[src/rtl/int_priority_ctrl_pkg.sv]
// Shared level encodings, default handler vectors and small mask helpers
// for the nested interrupt controller.
package int_pkg;

    localparam logic [1:0] LVL_NONE = 2'd0;
    localparam logic [1:0] LVL1     = 2'd1;
    localparam logic [1:0] LVL2     = 2'd2;
    localparam logic [1:0] LVL3     = 2'd3;

    localparam logic [31:0] VEC1_DEF = 32'h0000_0100;
    localparam logic [31:0] VEC2_DEF = 32'h0000_0200;
    localparam logic [31:0] VEC3_DEF = 32'h0000_0300;

    // Bit (lvl-1) set for a real level; level 0 maps to an empty mask.
    function automatic logic [2:0] lvl_onehot(input logic [1:0] lvl);
        logic [2:0] oh;
        case (lvl)
            LVL1:    oh = 3'b001;
            LVL2:    oh = 3'b010;
            LVL3:    oh = 3'b100;
            default: oh = 3'b000;
        endcase
        return oh;
    endfunction

    // Levels strictly above lvl; only these may preempt.
    function automatic logic [2:0] above_mask(input logic [1:0] lvl);
        logic [2:0] m;
        case (lvl)
            LVL_NONE: m = 3'b111;
            LVL1:     m = 3'b110;
            LVL2:     m = 3'b100;
            default:  m = 3'b000;
        endcase
        return m;
    endfunction

endpackage

[src/rtl/int_priority_ctrl_enc.sv]
// Highest-set-bit encoder: bit i of mask stands for level i+1; 0 when empty.
module int_prio_enc
    import int_pkg::*;
(
    input  logic [2:0] mask,
    output logic [1:0] level
);

    // Priority encode, level 3 wins.
    always_comb begin
        level = LVL_NONE;
        if (mask[2]) begin
            level = LVL3;
        end else if (mask[1]) begin
            level = LVL2;
        end else if (mask[0]) begin
            level = LVL1;
        end else begin
            level = LVL_NONE;
        end
    end

endmodule

[src/rtl/int_priority_ctrl.sv]
// Three-level nested interrupt controller: captures request edges, picks the
// highest pending level above the running one and tracks handler nesting.
module int_priority_ctrl
    import int_pkg::*;
#(
    parameter logic [31:0] VEC1 = VEC1_DEF,
    parameter logic [31:0] VEC2 = VEC2_DEF,
    parameter logic [31:0] VEC3 = VEC3_DEF
) (
    input  logic        clk,
    input  logic        clr,
    input  logic        inter1,
    input  logic        inter2,
    input  logic        inter3,
    input  logic        ien,
    input  logic        int_ack,
    input  logic        eret,
    output logic        int_req,
    output logic [31:0] int_vec,
    output logic [1:0]  int_level,
    output logic        inter_running1,
    output logic        inter_running2,
    output logic        inter_running3
);

    logic [2:0]  prev_q, prev_d;
    logic [2:0]  pend_q, pend_d;
    logic [2:0]  active_q, active_d;
    logic [2:0]  running_q, running_d;
    logic        int_req_q, int_req_d;
    logic [1:0]  int_level_q, int_level_d;
    logic [31:0] int_vec_q, int_vec_d;

    logic [2:0]  inter_s;
    logic [1:0]  cur_s;
    logic [1:0]  sel_s;
    logic        ack_s;
    logic [2:0]  ack_oh_s;
    logic [2:0]  ret_oh_s;

    int_prio_enc u_cur_enc (
        .mask  (active_q),
        .level (cur_s)
    );

    int_prio_enc u_sel_enc (
        .mask  (pend_q & above_mask(cur_s)),
        .level (sel_s)
    );

    // Next-state for capture, nesting and the registered request outputs.
    always_comb begin
        inter_s  = {inter3, inter2, inter1};
        ack_s    = int_ack & int_req_q;
        ack_oh_s = ack_s ? lvl_onehot(int_level_q) : 3'b000;
        ret_oh_s = eret ? lvl_onehot(cur_s) : 3'b000;

        prev_d   = inter_s;
        // A fresh edge on the level being acked re-arms it (set wins).
        pend_d   = (pend_q & ~ack_oh_s) | (inter_s & ~prev_q);
        active_d = (active_q & ~ret_oh_s) | ack_oh_s;

        running_d = {active_d[2],
                     active_d[1] & ~active_d[2],
                     active_d[0] & ~(active_d[2] | active_d[1])};

        int_req_d   = ien & (sel_s != LVL_NONE) & ~int_ack;
        int_level_d = sel_s;
        case (sel_s)
            LVL1:    int_vec_d = VEC1;
            LVL2:    int_vec_d = VEC2;
            LVL3:    int_vec_d = VEC3;
            default: int_vec_d = 32'h0000_0000;
        endcase
    end

    // State registers; edge history resets high so held lines stay quiet.
    always_ff @(posedge clk) begin
        if (clr) begin
            prev_q      <= 3'b111;
            pend_q      <= 3'b000;
            active_q    <= 3'b000;
            running_q   <= 3'b000;
            int_req_q   <= 1'b0;
            int_level_q <= LVL_NONE;
            int_vec_q   <= 32'h0000_0000;
        end else begin
            prev_q      <= prev_d;
            pend_q      <= pend_d;
            active_q    <= active_d;
            running_q   <= running_d;
            int_req_q   <= int_req_d;
            int_level_q <= int_level_d;
            int_vec_q   <= int_vec_d;
        end
    end

    assign int_req        = int_req_q;
    assign int_level      = int_level_q;
    assign int_vec        = int_vec_q;
    assign inter_running1 = running_q[0];
    assign inter_running2 = running_q[1];
    assign inter_running3 = running_q[2];

endmodule
[config.mk]
export PLATFORM = sky130hd
export DESIGN_NAME = int_priority_ctrl
export DESIGN_NICKNAME = d
export VERILOG_FILES = /design/src/rtl/int_priority_ctrl_pkg.sv /design/src/rtl/int_priority_ctrl_enc.sv /design/src/rtl/int_priority_ctrl.sv
export SDC_FILE = /design/constraint.sdc
export NUM_CORES = 1
export LEC_CHECK = 0
export ABC_AREA = 0
export CAP_MARGIN = 20
export CORE_MARGIN = 1
export CORE_UTILIZATION = 39
export DETAILED_ROUTE_END_ITERATION = 8
export PLACE_DENSITY = 0.89
export RECOVER_POWER = 50
export SYNTH_ARGS = -nofsm -noshare
export SYNTH_HDL_FRONTEND = slang
export SYNTH_SLANG_ARGS = --single-unit
[constraint.sdc]
create_clock -name clk -period 2.05 [get_ports clk]
set_input_delay 0.615 -clock clk [delete_from_list [all_inputs] [get_ports clk]]
set_output_delay 0.615 -clock clk [all_outputs]
set_load 0.01 [all_outputs]
Word level (Yosys, flattened, before mapping). Index checks and enable logic that the tools add are counted.

Bits in registers: 47. Word-level logic and storage cells: 48. Output and inout bits: 38.

Reduce and logical (&&, ||, !) cells: 2. Mux-type cells: 12. Bitwise operators: 18. Equal/unequal tests: 9.

Operators by type and width (number): one-hot mux 10 bit (3 select lines) (1); one-hot mux 3 bit (3 select lines) (3); bitwise AND 3 bit (4); == test 2 bit, second input constant (6); inverter 3 bit (3); two-way mux 2 bit (4); == test 2 x 1 -> 1 bit, second input constant (3); two-way mux 3 bit (2); bitwise OR 3 bit (2); bitwise AND 1 bit (5); inverter 1 bit (3); zero test 2 bit (1); two-way mux 1 bit (2); nonzero test 2 bit (1); bitwise OR 1 bit (1).

Depth between registers and ports, before layout. Gate-level depths: netlist of the first run.

Depth in word-level cells: 12. Mapped depth: 3.

Modules after synthesis. A second synthesis of the first run with hierarchy kept.

Cell total of the unflattened synthesis: 89. Area total of the unflattened synthesis: 830.8 um^2.

By module, submodules not included: int_priority_ctrl (sequential area each 320.3 um^2, area an instance 795.8 um^2, times used 1, cells an instance 83); int_prio_enc (sequential area each 0.0 um^2, area an instance 17.5 um^2, times used 2, cells an instance 3).

Least setup slack after synthesis of the first run. Ideal clock, no wire load.

Kind: in2reg. From: input port int_ack. To: register int_req_q (netlist: int_req). Path slack: 0.778 ns. Required time: 1.980 ns. Arrival: 1.203 ns. Stages: 2. Path buffers: 0. Cells stage by stage: or4b_1 a21oi_1.

Longest elaborated chain between the ends: 2.

Ends and longest elaborated chain: start: declaration (line int_priority_ctrl.sv:16) `input logic int_ack,`; inverter 1 bit (line int_priority_ctrl.sv:67) `int_req_d = ien & (sel_s != LVL_NONE) & ~int_ack;`; bitwise AND 1 bit (line int_priority_ctrl.sv:67); end signal: assignment (line int_priority_ctrl.sv:92) `int_req_q <= int_req_d;`; end: declaration (line int_priority_ctrl.sv:30) `logic int_req_q, int_req_d;`.

Every way passes these cells. A chain may end at the register's enable or synchronous reset.

==> impl_metrics.json, run 1 <==
{
  "status": "complete, no violations",
  "critPathKind": "register to output pin",
  "crit-reg2reg-launch": "active_q[2]$_SDFF_PP0_",
  "start_util_pct": 42.8,
  "whs_path_depth": 2,
  "fill_cells": 179,
  "cpMaxStageDelayCell": "clkdlybuf4s50_1",
  "syn2layout_area_growth_pct": 11.6,
  "numPortBuffers": 15,
  "crit_path_end_kind": "output pin",
  "drive_above_1_share_pct": 5.77,
  "path_cells": "clkdlybuf4s50_1",
  "cap_violations": 0,
  "clkSinkCount": 15,
  "cts_tree": "built",
  "critical_path_buf_inv_count": 1,
  "clock_latency_ps": 280,
  "finalCritPeriodShare_pct": 94.5,
  "synth_seq_cells": 15,
  "nNetsFinal": 113,
  "synth_seq_area_share_pct": 39.7,
  "arrival_ps": 1320,
  "die_width_um": 46.0,
  "hpwl_um": 902,
  "multi_input_area_um2": 317,
  "firstDrtPassIters": 4,
  "powerDensity_nw_per_um2": 646,
  "reg2reg_setup_slack_ps": 910,
  "grt_antenna_before_repair": 0,
  "postSynthAreaPerCell_um2": 8.79,
  "regArea_um2": 300,
  "track_usage_pct": 12.4,
  "grt_pass1_vias": 459,
  "gp_congestion": 0.846,
  "synthCells": 86,
  "diodes": 0,
  "cts_buffer_depth": 2,
  "grt_pass1_wl_mm": 1.77,
  "tns_ps": 0,
  "rr_endpoint": "int_req$_SDFF_PP0_",
  "fin_ws_ps": 112,
  "crit_required_ps": 1430,
  "ant_nets": 0,
  "hp-start": "pend_q[0]$_SDFF_PP0_",
  "routed_wl_mm": 1.15,
  "synth_warnings": 0,
  "clk_transition_reported_paths_ps": 80,
  "ctsResizeCount": 0,
  "ir_worst_vdd_mv": 0.312,
  "fin_worst_skew_ps": 3.35,
  "max_stage_delay_ps": 580,
  "finalMaxSlewViolations": 0,
  "ff2ff_path_depth": 2,
  "setup_viol": 0,
  "critPathMaxFanout": 8,
  "num_rows": 15,
  "pre_cts_slack_ps": 136,
  "synth.distinct_cells": 21,
  "period_needed_ps": 1940,
  "htreeDepth": 1,
  "hold_viol": 0,
  "synth.cell_area_um2": 756,
  "wl_per_cell_um": 8.91,
  "hold_class": "register to register",
  "die_h_um": 46.0,
  "routed_via_density": 4.27,
  "via_count": 551,
  "grt_overflow": 0,
  "drc": 0,
  "cts_hold_buf": 0,
  "cp.depth": 1,
  "startpoint": "active_q[2]$_SDFF_PP0_",
  "num_io_pins": 46,
  "coreArea_um2": 1760,
  "die-area_um2": 2120,
  "crit_family": "buffers and inverters",
  "cp-start-kind": "register",
  "grt_max_degree": 10,
  "drtIter0Drc": 6,
  "cts_root_buffer": "clkbuf_4",
  "numCtsBuffers": 3,
  "crit_path_end": "inter_running3",
  "rsz0062_at_grt": "false",
  "cts_setup_buffers": 0,
  "max_freq_ghz": 0.516,
  "power.leakage_nw": 0.365
}
==> synthesized netlist by cell type (all sizes together) <==
| library cell | number | area, um2 |
|---|---|---|
| buf | 31 | 233 |
| dfxtp | 15 | 300 |
| a21oi | 6 | 30.0 |
| nor2 | 5 | 18.8 |
| inv | 3 | 11.3 |
| nand2b | 3 | 18.8 |
| nor2b | 3 | 18.8 |
| nor3 | 3 | 15.0 |
| or2 | 3 | 18.8 |
| nor3b | 2 | 15.0 |
| o21ai | 2 | 10.0 |
| a21boi | 1 | 7.51 |
| a2bb2oi | 1 | 8.76 |
| and3 | 1 | 6.26 |
| clkbuf | 1 | 3.75 |
| conb | 1 | 3.75 |
| nand3 | 1 | 5.00 |
| nand4 | 1 | 6.26 |
| nand4b | 1 | 8.76 |
| o22ai | 1 | 6.26 |
| or4b | 1 | 10.0 |
==> report_power, final <==
part	leakage, nW	switching (mW)	internal, mW
clock network	0.0150	0.0851	0.0756
logic	0.228	0.0443	0.0311
registers	0.123	0.00676	0.302
==> per-layer routing <==
metal / global-route usage (%) / vias to the layer above / wire length, um
met1: 12.6 / 239 / 409
met2: 21.4 / 47 / 564
met4: 5.29 / 0 / 32
met5: 0 / - / 0
li1: - / 257 / -
met3: 5.95 / 8 / 142
==> flip-flops by register name, summed over array words and instances, names as in the netlist <==
signal / cells
active_q: 3
int_level: 2
int_req: 1
int_vec: 1
pend_q: 3
prev_q: 3
running_q: 2
==> placed cells by master, fill, tap and decap left out <==
cell type        netlist  layout
dfxtp_1               15      15
and3_1                 1       1
clkbuf_4               0       3
nand2b_1               3       3
nand4_1                1       1
a2bb2oi_1              1       1
o21ai_0                2       2
a21boi_0               1       1
dlygate4sd3_1          0       2
nand4b_1               1       1
nor2_1                 5       5
or4b_1                 1       1
a21oi_1                6       6
nor2b_1                3       3
nor3_1                 3       3
o22ai_1                1       1
inv_1                  3       3
conb_1                 1      30
nor3b_1                2       2
clkdlybuf4s50_1        0      13
or2_2                  3       3
nand3_1                1       1
clkbuf_1               1       3
==> area by class of cell <==
class / count / share of cell area, %
clock buffer: 4 / 3.12
sequential: 15 / 35.6
timing repair buffer: 17 / 18.7
multi-input combinational: 65 / 37.5
tap: 25 / 3.71
inverter: 3 / 1.34
==> how the worst min path moves through the flow <==
stage                                   to  slack [ps]
global placement      pend_q[0]$_SDFF_PP0_         460
floorplan               int_req$_SDFF_PP0_         450
CTS                   pend_q[0]$_SDFF_PP0_         490
global route        active_q[0]$_SDFF_PP0_         550
detailed placement    pend_q[0]$_SDFF_PP0_         470
finish                pend_q[0]$_SDFF_PP0_         480
==> per-stage QoR <==
stage | total power, mW | std cells | utilization, % | instance area, um2 | hold WS (ps)
after floorplan | 0.403 | 115 | - | 865 | 447
after global placement | 0.390 | 125 | 46.7 | 825 | 464
after detailed placement | 0.392 | 125 | 46.7 | 825 | 467
after CTS | 0.551 | 129 | 48.2 | 851 | 486
after global routing | 0.571 | 129 | 47.8 | 843 | 550
final | 0.545 | 129 | 47.8 | 843 | 478
==> cell families after synthesis <==
kind of cell	count (synthesis)	synth area share [%]
AO/OA/AOI/OAI	11	8.28
buffers and inverters	35	32.8
other	1	0.496
flip-flops	15	39.7
AND/OR/NAND/NOR	24	18.7
No activity file was read; power rests on OpenSTA's default activity.
==> run 2: changes to the inputs <==
CORE_MARGIN = 8   (was 1)
CORE_UTILIZATION = 40   (was 39)
PLACE_DENSITY = 0.88   (was 0.89)
SYNTH_HIERARCHICAL = 1   (was not set)
==> run 2 against run 1 <==
  * Total power grew 4.1%
  * Global-route usage shrank 4.8 points
  * Core utilization shrank 1.8 points
  * Via count shrank 1.5%
  * Clock skew shrank 1.9 ps
  * Count of clock-buffer cells in the layout shrank 1
  * Critical path type unchanged
  * Synthesized area grew 9.9%
  * Sequential share of layout area shrank 0.15 points
  * Synthesized cell count grew 3.5%
  * Wire length grew 33%
  * Combinational power grew 9.9%
==> impl_metrics.json, run 2 <==
{
  "synth_seq_cells": 16,
  "setup_viol": 0,
  "fill_cells": 200,
  "grt_pass1_wl_mm": 2.12,
  "crit_family": "buffers and inverters",
  "critPathKind": "register to output pin",
  "critical_path_buf_inv_count": 1,
  "synth_most_common_cell": "buf_4",
  "max_freq_ghz": 0.533,
  "postSynthAreaPerCell_um2": 9.33,
  "synth_enable_flop_cells": 0,
  "drive_above_1_share_pct": 7.55,
  "synth.distinct_cells": 25,
  "cts_root_buffer": "clkbuf_4",
  "hold_viol": 0,
  "layout_common_cells": "30 x conb_1, 16 x dfxtp_1, 13 x clkdlybuf4s50_1, 6 x nor2b_1, 6 x nor2_1",
  "cts_setup_buffers": 0,
  "power.leakage_nw": 0.408,
  "cts_hold_buf": 0,
  "ctsResizeCount": 0,
  "critPathMaxFanout": 4,
  "path_cells": "clkdlybuf4s50_1",
  "cap_violations": 0,
  "synth_top_area_share_pct": 38.6,
  "grt_overflow": 0,
  "numCtsBuffers": 3,
  "cp.depth": 1,
  "yosysTopAreaCell": "dfxtp_1",
  "start_util_pct": 42.3,
  "crit_path_end_kind": "output pin",
  "htreeDepth": 1,
  "clkSinkCount": 16,
  "track_usage_pct": 7.60,
  "hold_class": "register to register",
  "via_count": 543,
  "numPortBuffers": 15,
  "finalMaxSlewViolations": 0,
  "final_common_cell": "conb_1",
  "synth.cell_area_um2": 831,
  "die_h_um": 61.6,
  "cp-start-kind": "register",
  "async_flop_share_pct": 0,
  "grt_pass1_vias": 505,
  "num_rows": 16,
  "arrival_ps": 1260,
  "crit_required_ps": 1430,
  "syn2layout_area_growth_pct": 8.73,
  "hpwl_mm": 1.28,
  "cpMaxStageDelayCell": "clkdlybuf4s50_1",
  "die-area_um2": 3790,
  "worst_pin_slew_ps": 574,
  "synth_area_leaders": "dfxtp_1 39%, buf_4 28%, nor2b_1 4.5%",
  "ir_worst_vdd_mv": 0.426,
  "cts_buffer_depth": 2,
  "routed_via_density": 4.08,
  "whs_path_depth": 2,
  "drc": 0,
  "total_power_mw": 0.567,
  "wl_per_cell_um": 11.5,
  "ant_nets": 0,
  "synth-main-ff-cell": "dfxtp_1",
  "top_regs": "active_q x3, pend_q x3, prev_q x3",
  "nNetsFinal": 116,
  "diodes": 0,
  "die_width_um": 61.6,
  "synthCells": 89,
  "synth_seq_area_share_pct": 38.6,
  "ff2ff_path_depth": 6,
  "coreArea_um2": 1960,
  "tns_ps": 0,
  "clock_latency_ps": 280,
  "cts_tree": "built",
  "max_stage_delay_ps": 580,
  "drtIter0Drc": 22,
  "grt_antenna_before_repair": 0,
  "status": "complete, no violations",
  "routed_wl_mm": 1.53,
  "num_io_pins": 46,
  "holdWs_ps": 484,
  "grt_max_degree": 15,
  "maxSlewHeadroom_pct": 61.8,
  "powerDensity_nw_per_um2": 628,
  "finalCritPeriodShare_pct": 91.5,
  "rsz0062_at_grt": "false",
  "clk_transition_reported_paths_ps": 80,
  "synth_warnings": 6,
  "gp_congestion": 0.883,
  "fin_worst_skew_ps": 1.50,
  "firstDrtPassIters": 4,
  "period_needed_ps": 1880,
  "post_synth_most_frequent_cells": "31 x buf_4, 16 x dfxtp_1, 6 x nor2_1, 6 x nor2b_1"
}
==> run 2: changes by cell type after synthesis, moves of 2 or more <==
cell / change
nand2b_1: -2
nor3_1: -3
o21ai_0: -2
nor2b_1: +3
or2_1: +2
a21boi_2: +2
a21oi_1: -3
a21o_1: +2
==> run 2: report_power, final <==
| part | switching (mW) | total [mW] | leakage (nW) | internal, mW |
|---|---|---|---|---|
| clock | 0.0876 | 0.156 | 0.0138 | 0.0681 |
| sequential | 0.00592 | 0.328 | 0.131 | 0.323 |
| combinational | 0.0486 | 0.0829 | 0.264 | 0.0342 |
| total | 0.142 | 0.567 | 0.408 | 0.425 |
==> run 2: worst min-delay path, stage by stage (launching register included) <==
cell	delay (ps)
dfxtp_1	330
a21oi_1	60
nor2_1	70
==> run 2: cells by family after synthesis <==
kind of cell,after synthesis,share of synthesized area [%]
other,1,0.451
AO/OA/AOI/OAI,9,8.73
AND/OR/NAND/NOR,30,23.3
flip-flops,16,38.6
buffers and inverters,33,28.9
==> run 2: final timing paths <==
kind / startpoint / endpoint / slack [ps]
worst max-delay path: int_req$_SDFF_PP0_ / int_req / 170
worst max register to register: active_q[2]$_SDFF_PP0_ / int_req$_SDFF_PP0_ / 550
worst min register to register: pend_q[0]$_SDFF_PP0_ / pend_q[0]$_SDFF_PP0_ / 480
worst min-delay path: pend_q[0]$_SDFF_PP0_ / pend_q[0]$_SDFF_PP0_ / 480
==> run 2: metrics by stage <==
| stage | instance area [um2] | instances | setup WS [ps] | utilization [%] |
|---|---|---|---|---|
| finish | 903 | 133 | 175 | 46.0 |
| global route | 903 | 133 | 156 | 46.0 |
| CTS | 921 | 133 | 177 | 46.9 |
| detailed placement | 898 | 130 | 282 | 45.8 |
| global placement | 898 | 130 | 326 | 45.8 |
| floorplan | 940 | 118 | 748 | - |
==> run 2: layout make-up <==
type                    count  area, um2  area share, %
multi-input cells          69        365           40.4
well taps                  27       33.8           3.74
inverters                   2       7.51          0.831
repair buffers             16        154           17.0
flip-flops and latches     16        320           35.5
clock buffers               3       22.5           2.49
==> run 2: routing by layer <==
metal  up-vias  share of wire [%]  track usage, %
met2        40                 48            13.1
met5         -                  0               0
met4         0                  0           0.649
met1       240                 36            7.61
li1        263                  -               -
met3         0                 16            5.22
